===== config.mk =====
export PLATFORM = sky130hd
export DESIGN_NAME = lapic_irq_receiver
export DESIGN_NICKNAME = d
export VERILOG_FILES = /design/src/rtl/lapic_irq_receiver.sv
export SDC_FILE = /design/constraint.sdc
export NUM_CORES = 2
export LEC_CHECK = 0
export CELL_PAD_IN_SITES_DETAIL_PLACEMENT = 1
export CELL_PAD_IN_SITES_GLOBAL_PLACEMENT = 1
export CORE_AREA = 2 2 286 288
export CTS_BUF_LIST = sky130_fd_sc_hd__clkbuf_8
export DETAILED_ROUTE_END_ITERATION = 7
export DIE_AREA = 0 0 288 290
export PLACE_DENSITY = 0.71
export SKIP_LAST_GASP = 1
export SYNTH_ARGS = -nofsm -noshare
export SYNTH_HDL_FRONTEND = slang
export SYNTH_SLANG_ARGS = --single-unit

===== constraint.sdc =====
create_clock -name clk -period 5.2 [get_ports clk]
set_input_delay 1.3 -clock clk [delete_from_list [all_inputs] [get_ports clk]]
set_output_delay 1.3 -clock clk [all_outputs]
set_load 0.02 [all_outputs]

===== src/rtl/lapic_irq_receiver.sv =====
// Local APIC interrupt receiver: accepts IOAPIC messages, tracks IRR/ISR,
// offers the highest-priority vector to the CPU and returns EOIs.
module lapic_irq_receiver #(
    parameter logic [7:0] SPURIOUS_VEC = 8'hFF
) (
    input  logic       clk,
    input  logic       rst,
    input  logic       cfg_enable,
    input  logic [7:0] cfg_apic_id,
    input  logic [7:0] cfg_tpr,
    input  logic       irq_in_valid,
    input  logic [7:0] irq_in_vector,
    input  logic [7:0] irq_in_dest,
    input  logic [2:0] irq_in_deliv_mode,
    output logic       irq_in_ready,
    output logic       cpu_intr,
    output logic [7:0] cpu_intr_vector,
    input  logic       cpu_inta,
    input  logic       cpu_eoi,
    output logic       nmi_out,
    output logic       eoi_out,
    output logic [7:0] eoi_out_vector,
    output logic [7:0] status_ppr,
    output logic       status_drop,
    output logic       status_spurious,
    output logic [7:0] status_spurious_vector
);

    localparam logic [2:0] MODE_FIXED  = 3'b000;
    localparam logic [2:0] MODE_LOWPRI = 3'b001;
    localparam logic [2:0] MODE_NMI    = 3'b100;
    localparam logic [7:0] DEST_BCAST  = 8'hFF;
    localparam logic [7:0] MIN_VECTOR  = 8'h10;

    logic [255:0] irr_q, irr_d;
    logic [255:0] isr_q, isr_d;
    logic         ready_q, ready_d;
    logic         intr_q, intr_d;
    logic [7:0]   intr_vec_q, intr_vec_d;
    logic         nmi_q, nmi_d;
    logic         eoi_q, eoi_d;
    logic [7:0]   eoi_vec_q, eoi_vec_d;
    logic [7:0]   ppr_q, ppr_d;
    logic         drop_q, drop_d;
    logic         spur_q, spur_d;

    logic [7:0]   irrv;
    logic [7:0]   isrv;
    logic         irr_any;
    logic         isr_any;

    logic         accept;
    logic         dest_hit;
    logic         msg_set;
    logic         msg_nmi;
    logic         msg_drop;

    logic         ack;
    logic         spur;
    logic         eoi_fire;

    assign irr_any = |irr_q;
    assign isr_any = |isr_q;

    // Highest pending vector; bits are scanned upward so the top one wins.
    always_comb begin
        irrv = 8'h00;
        for (int i = 0; i < 256; i++) begin
            if (irr_q[i]) begin
                irrv = 8'(i);
            end
        end
    end

    // Highest in-service vector, zero when nothing is in service.
    always_comb begin
        isrv = 8'h00;
        for (int i = 0; i < 256; i++) begin
            if (isr_q[i]) begin
                isrv = 8'(i);
            end
        end
    end

    assign accept   = irq_in_valid && ready_q;
    assign dest_hit = (irq_in_dest == cfg_apic_id) ||
                      (irq_in_dest == DEST_BCAST);

    // Classify an accepted message: latch, NMI pulse or drop.
    always_comb begin
        msg_set  = 1'b0;
        msg_nmi  = 1'b0;
        msg_drop = 1'b0;
        if (accept && dest_hit) begin
            if (!cfg_enable) begin
                msg_drop = 1'b1;
            end else begin
                unique case (irq_in_deliv_mode)
                    MODE_FIXED, MODE_LOWPRI: begin
                        if (irq_in_vector >= MIN_VECTOR) begin
                            msg_set = 1'b1;
                        end else begin
                            msg_drop = 1'b1;
                        end
                    end
                    MODE_NMI: begin
                        msg_nmi = 1'b1;
                    end
                    default: begin
                        msg_drop = 1'b1;
                    end
                endcase
            end
        end
    end

    assign ack      = cpu_inta && intr_q;
    assign spur     = cpu_inta && !intr_q;
    assign eoi_fire = cpu_eoi && isr_any;

    // Request/service register updates; a new arrival beats an ack clear,
    // and an ack sets its ISR bit after the EOI has retired the old top.
    always_comb begin
        irr_d = irr_q;
        isr_d = isr_q;
        if (ack) begin
            irr_d[intr_vec_q] = 1'b0;
        end
        if (msg_set) begin
            irr_d[irq_in_vector] = 1'b1;
        end
        if (eoi_fire) begin
            isr_d[isrv] = 1'b0;
        end
        if (ack) begin
            isr_d[intr_vec_q] = 1'b1;
        end
    end

    // Priority evaluation and registered CPU-facing outputs.
    always_comb begin
        ready_d    = 1'b1;
        ppr_d      = cfg_tpr;
        intr_d     = 1'b0;
        intr_vec_d = irrv;
        nmi_d      = msg_nmi;
        drop_d     = msg_drop;
        spur_d     = spur;
        eoi_d      = eoi_fire;
        eoi_vec_d  = 8'h00;
        if (cfg_tpr[7:4] < isrv[7:4]) begin
            ppr_d = {isrv[7:4], 4'h0};
        end
        if (cfg_enable && irr_any && !ack) begin
            intr_d = irrv[7:4] > ppr_d[7:4];
        end
        if (eoi_fire) begin
            eoi_vec_d = isrv;
        end
    end

    // State registers with synchronous reset.
    always_ff @(posedge clk) begin
        if (rst) begin
            irr_q      <= '0;
            isr_q      <= '0;
            ready_q    <= 1'b0;
            intr_q     <= 1'b0;
            intr_vec_q <= 8'h00;
            nmi_q      <= 1'b0;
            eoi_q      <= 1'b0;
            eoi_vec_q  <= 8'h00;
            ppr_q      <= 8'h00;
            drop_q     <= 1'b0;
            spur_q     <= 1'b0;
        end else begin
            irr_q      <= irr_d;
            isr_q      <= isr_d;
            ready_q    <= ready_d;
            intr_q     <= intr_d;
            intr_vec_q <= intr_vec_d;
            nmi_q      <= nmi_d;
            eoi_q      <= eoi_d;
            eoi_vec_q  <= eoi_vec_d;
            ppr_q      <= ppr_d;
            drop_q     <= drop_d;
            spur_q     <= spur_d;
        end
    end

    assign irq_in_ready           = ready_q;
    assign cpu_intr               = intr_q;
    assign cpu_intr_vector        = intr_vec_q;
    assign nmi_out                = nmi_q;
    assign eoi_out                = eoi_q;
    assign eoi_out_vector         = eoi_vec_q;
    assign status_ppr             = ppr_q;
    assign status_drop            = drop_q;
    assign status_spurious        = spur_q;
    assign status_spurious_vector = spur_q ? SPURIOUS_VEC : 8'h00;

endmodule


== After elaboration in Yosys (flattened, before gate mapping) ==
Cells that the tools add are included.
Widths: inputs -> output; s select.

* Register bits after elaboration: 542
* Output and inout bits: 38
* Logic and storage cells: 588

* Magnitude comparators: 9
* Eq/ne operators: 4
* Muxes and demuxes: 531
* Bitwise logic cells: 10
* Reduce and logical (&&, ||, !) cells: 22

{| class="wikitable"
|+ Operator list
! cell !! count
|-
| $mux 8 || 510
|-
| $mux 256 || 4
|-
| $and 256x256->256 || 2
|-
| $not 256->256 || 2
|-
| $or 256x256->256 || 2
|-
| $reduce_or 256->1 || 2
|-
| $lt 8x9->1 const B || 3
|-
| $demux 1 s8 || 3
|-
| $ge 8x1->1 const B || 3
|-
| $mux 1 || 13
|-
| $logic_and 1x1->1 || 10
|-
| $reduce_or 2->1 || 5
|-
| $eq 8x8->1 || 1
|-
| $eq 8x8->1 const B || 1
|-
| $ge 8x5->1 const B || 1
|-
| $gt 4x4->1 || 1
|-
| $lt 4x4->1 || 1
|-
| $not 1->1 || 4
|-
| $eq 3x1->1 const B || 1
|-
| $eq 3x3->1 const B || 1
|-
| $logic_not 3->1 || 1
|-
| $reduce_or 3->1 || 1
|-
| $logic_not 1->1 || 2
|-
| $pmux 1 s2 || 1
|-
| $logic_or 1x1->1 || 1
|}

== Logic depth before layout (Yosys ltp) ==
* Depth in word-level cells: 264
* Gate-level depth with buffers: 18

== Least setup slack after synthesis ==
Ideal clock, no wire load.

* Kind: register -> register
* From: register isr_q[156]
* To: register intr_q, in the netlist cpu_intr
* Library setup time: 0.121 ns
* Arrival time: 3.877 ns
* Required time: 5.079 ns
* Setup slack: 1.202 ns
* Cell stages (with the launch flop): 19
* Path buffers: 1
* Cells stage by stage: dfxtp_1 nor4_1 nand4_1 or4_1 clkbuf_1 nor2_2 nor2_1 ha_1 and3_1 o31ai_1 a31oi_1 nor2_1 mux2i_1 ha_1 nor2b_1 o21ai_0 nand2b_1 a21oi_1 nor3_1

* Word-level cells in the longest chain between the ends: 103

{| class="wikitable"
|+ RTL lines
! what !! line !! source
|-
| start, declared || 36 || <nowiki>logic [255:0] isr_q, isr_d;</nowiki>
|-
| start signal, assigned || 178 || <nowiki>isr_q <= isr_d;</nowiki>
|-
| $mux 8 * (100 in series) || 79 || <nowiki>if (isr_q[i]) begin</nowiki>
|-
| $lt 4x4->1 || 151 || <nowiki>if (cfg_tpr[7:4] < isrv[7:4]) begin</nowiki>
|-
| $mux 8 * || 151 ||
|-
| $gt 4x4->1 * || 155 || <nowiki>intr_d = irrv[7:4] > ppr_d[7:4];</nowiki>
|-
| end signal, assigned || 180 || <nowiki>intr_q <= intr_d;</nowiki>
|-
| end, declared || 38 || <nowiki>logic intr_q, intr_d;</nowiki>
|}

Mark *: on every way between the ends. The rest lies on a longest branch, timed or not.
A chain may end at the register's enable or synchronous reset.

== Worst setup path in the final report ==
* From: register isr_q[172]
* To: register intr_q, in the netlist cpu_intr

* Word-level cells in the longest chain between the ends: 87

{| class="wikitable"
|+ RTL lines
! what !! line
|-
| $mux 8 * (84 in series) || 79
|-
| $lt 4x4->1 || 151
|-
| $mux 8 * || 151
|-
| $gt 4x4->1 * || 155
|}

Marked as above.

==> qor.csv <==
stage,metric,value,unit
clock_tree,cts-root-buf,clkbuf_8,
floorplan,die_area,83520,um^2
critical_path,crit_end,cpu_intr,
drt,via_per_inst,6.631,
yosys,synth_top_area_share,38.87,%
yosys,avgSynthCellArea,7.630,um^2
clock_tree,postCtsSetupRepairBufs,0,
critical_path,crit_start,isr_q[172],
sta,hold_viol,0,
drt,first_iter_violations,4013,
yosys,yosys-top-cells-area,"dfxtp_1 39%, nor2_1 7.3%, a21oi_1 7.3%",
sta,worstMarginPinSlew,1178,ps
floorplan,core-area,80160,um^2
yosys,synth_cell_types,82,
run_status,status,"finished, final reports clean",
critical_path,path_cells,nor4_1 > nand4_1 > or4_1 > nor2_2 > nor2_1 > ha_1 > and3_1 > o31ai_1 > a31oi_1 > nor2_1 > buf_4 > mux2i_1 > buf_4 > ha_1 > nor2b_1 > o21ai_0 > nand2b_1 > a21oi_1 > nor3_1,
pwr,finalPower,0.008559,W
critical_path,slowest_stage,or4_1,
yosys,synth_seq_cells,542,
pwr,p_seq_share,48.6,%
finish,nets,3838,
placement,place_hpwl,110700,um
clock_tree,cts_hold_buffers,0,
pwr,switchingPower,0.002136,W
critical_path,crit_family,simple AND/OR/NAND/NOR gates,
pwr,intPower,0.006423,W
sta,finalSetupTns,0,ps
critical_path,cp.arrival,5330,ps
clock_tree,cts_buffer_depth,3,
grt,antenna_found_initial,8,
yosys,syn_nets,3707,
pwr,pwr-share-clk,48.6,%
run,cap_violations,0,
finish,fin_cells,4920,
yosys,synthCells,3658,
sta,drv_slew,0,
drt,routed_wl,151500,um
floorplan,fp.dieW,288,um
yosys,ys_async_sr_fraction,0,%
placement,place_ws,626.4,ps
pwr,p_leak,11.45,nW
floorplan,row_count,104,
clock_tree,cts_tree,built,
clock_tree,cts.sinks,542,
clock_tree,clk_pin_slew,60,ps
placement,place_area,30800,um^2
critical_path,worstPathMaxFanout,6,
pwr,p_sw_share,24.96,%
finish,drive_above_1_share,10.74,%
critical_path,rrSetupSlack,500,ps
clock_tree,post_cts_resized,0,
grt,grt_pass1_wl,217200,um
grt,grt_pass1_vias,31110,
sta,setup_viol,0,
floorplan,die_y,290,um
critical_path,crit_cells,19,
yosys,post_synth_instance_area,27910,um^2
sta,setup_ws,501.8,ps
drt,ant_nets,0,
placement,place.gp.congestion,1.002,
critical_path,worstSetupEndpointType,flip-flop,
critical_path,slowest_delay,740,ps
yosys,ys.flop_type,dfxtp_1,
clock_tree,cts_htree_levels,3,
yosys,yosys.cell_count.top_type,nor2_1,
sta,slew_headroom,21.26,%
critical_path,cp_num_buf_inv,2,
grt,grt.overflow.total,0,
sta,rsz0062_at_grt,no,
placement,io_buffers,78,
critical_path,criticalPathCategory,reg -> reg,
floorplan,ios,79,
pwr,p_per_area,261.3,nW/um^2
drt,vias,32620,
sta,clock_skew,49.57,ps
sta,fmax,212.8,MHz
finish,area_growth_syn_to_layout,17.34,%
critical_path,timing.rr.start,isr_q[172],
yosys,yosys_warnings,0,
sta,min_period,4698,ps
grt,track_usage,35.16,%
drt,wire_per_inst,30.78,um
pwr,combPwrFrac,2.8,%
floorplan,initial_core_util,34.82,%
critical_path,startpoint_type,flip-flop,
critical_path,reg2regPathDepth,19,
grt,grt_max_degree,155,
critical_path,r2r_end,cpu_intr,
critical_path,critical_path_required,5830,ps
clock_tree,numCtsBuffers,100,
pwr,peakVddDrop,162.3,uV
sta,timing.final.crit_share,90.35,%
yosys,synth_largest_area_cell,dfxtp_1,
drt,first_pass_iters,6,
placement,dpl.cell_count,4747,
yosys,ys_top_cells_by_count,"546 x nor2_1, 542 x dfxtp_1, 407 x a21oi_1",
yosys,synth-seq-area-share,38.87,%
clock_tree,clk_latency,750,ps
finish,design_area,32750,um^2
drt,drc,0,
worst_hold_path,hold_path.class,reg -> reg,
yosys,synth_enable_flop_cells,0,
[metrics by stage]
| step | util (%) | hold WS (ps) |
|---|---|---|
| finish | 40.86 | 468.4 |
| global route | 40.85 | 501.4 |
| CTS | 40.85 | 473.4 |
| detailed placement | 38.43 | 464.3 |
| global placement | 38.43 | 458.8 |
| floorplan | - | 438.6 |
[worst min-delay path, stage by stage, from the launching register on]
cell and delay [ps]:
dfxtp_1 310, inv_1 60, nor3_1 50
[power by group through the flow]
stage	Sequential [W]	Combinational (W)	Clock, W
2_1_floorplan	0.00426	0.000106	0
3_3_place_gp	0.00425	0.000232	0
3_5_place_dp	0.00425	0.000232	0
4_1_cts	0.00416	0.000233	0.00418
5_1_grt	0.00416	0.000249	0.00438
6_report	0.00416	0.000240	0.00416
[worst min-delay path by stage]
stage	start	to	slack [ps]	cells after the start
floorplan	irr_q[3]	irr_q[3]	440	2
global placement	irr_q[3]	irr_q[3]	460	2
detailed placement	irr_q[3]	irr_q[3]	460	2
CTS	irr_q[3]	irr_q[3]	470	2
global route	irr_q[3]	irr_q[3]	500	2
finish	irr_q[3]	irr_q[3]	470	2
[sequential cells by signal (all words and copies together), names as in the netlist]
name / flops
cpu_intr: 1
cpu_intr_vector: 8
eoi_out: 1
eoi_out_vector: 8
irq_in_ready: 1
irr_q: 256
isr_q: 256
nmi_out: 1
status_drop: 1
status_ppr: 8
status_spurious: 1
[cell families after synthesis]
group           share of synthesized area (%)
compound gates                          29.48
xor+xnor                               0.2510
fa+ha+maj                              0.3586
buf+inv                                 4.725
flops                                   38.87
mux                                    0.1121
simple gates                            26.20
[per-layer routing]
metal	track usage, %	part of all wire [%]	up-vias
li1	-	-	14060
met1	49.42	42	16250
met2	50.27	41	1913
met3	7.830	11	403
met4	17.25	5.4	4
met5	0	0.018	-
[cell type report]
type	instances	area, um^2
multi-input combinational	2788	16070
inverter	105	394.1
fill	9893	47400
tap	1060	1326
clock buffer	122	1679
antenna	5	12.51
sequential	542	10850
timing repair buffer	252	2167
clock inverter	46	256.5
[cell usage in the layout, fill, tap and decap left out, drive strengths merged, types with 142 or more instances in the layout]
cell and count:
nand2 366, a311oi 160, dfxtp 542, o21ai 142, a21oi 408, nor2 549, a22oi 207, nor4 165
nor3 169, buf 175
Note: power is estimated with default switching activity, not from simulation.
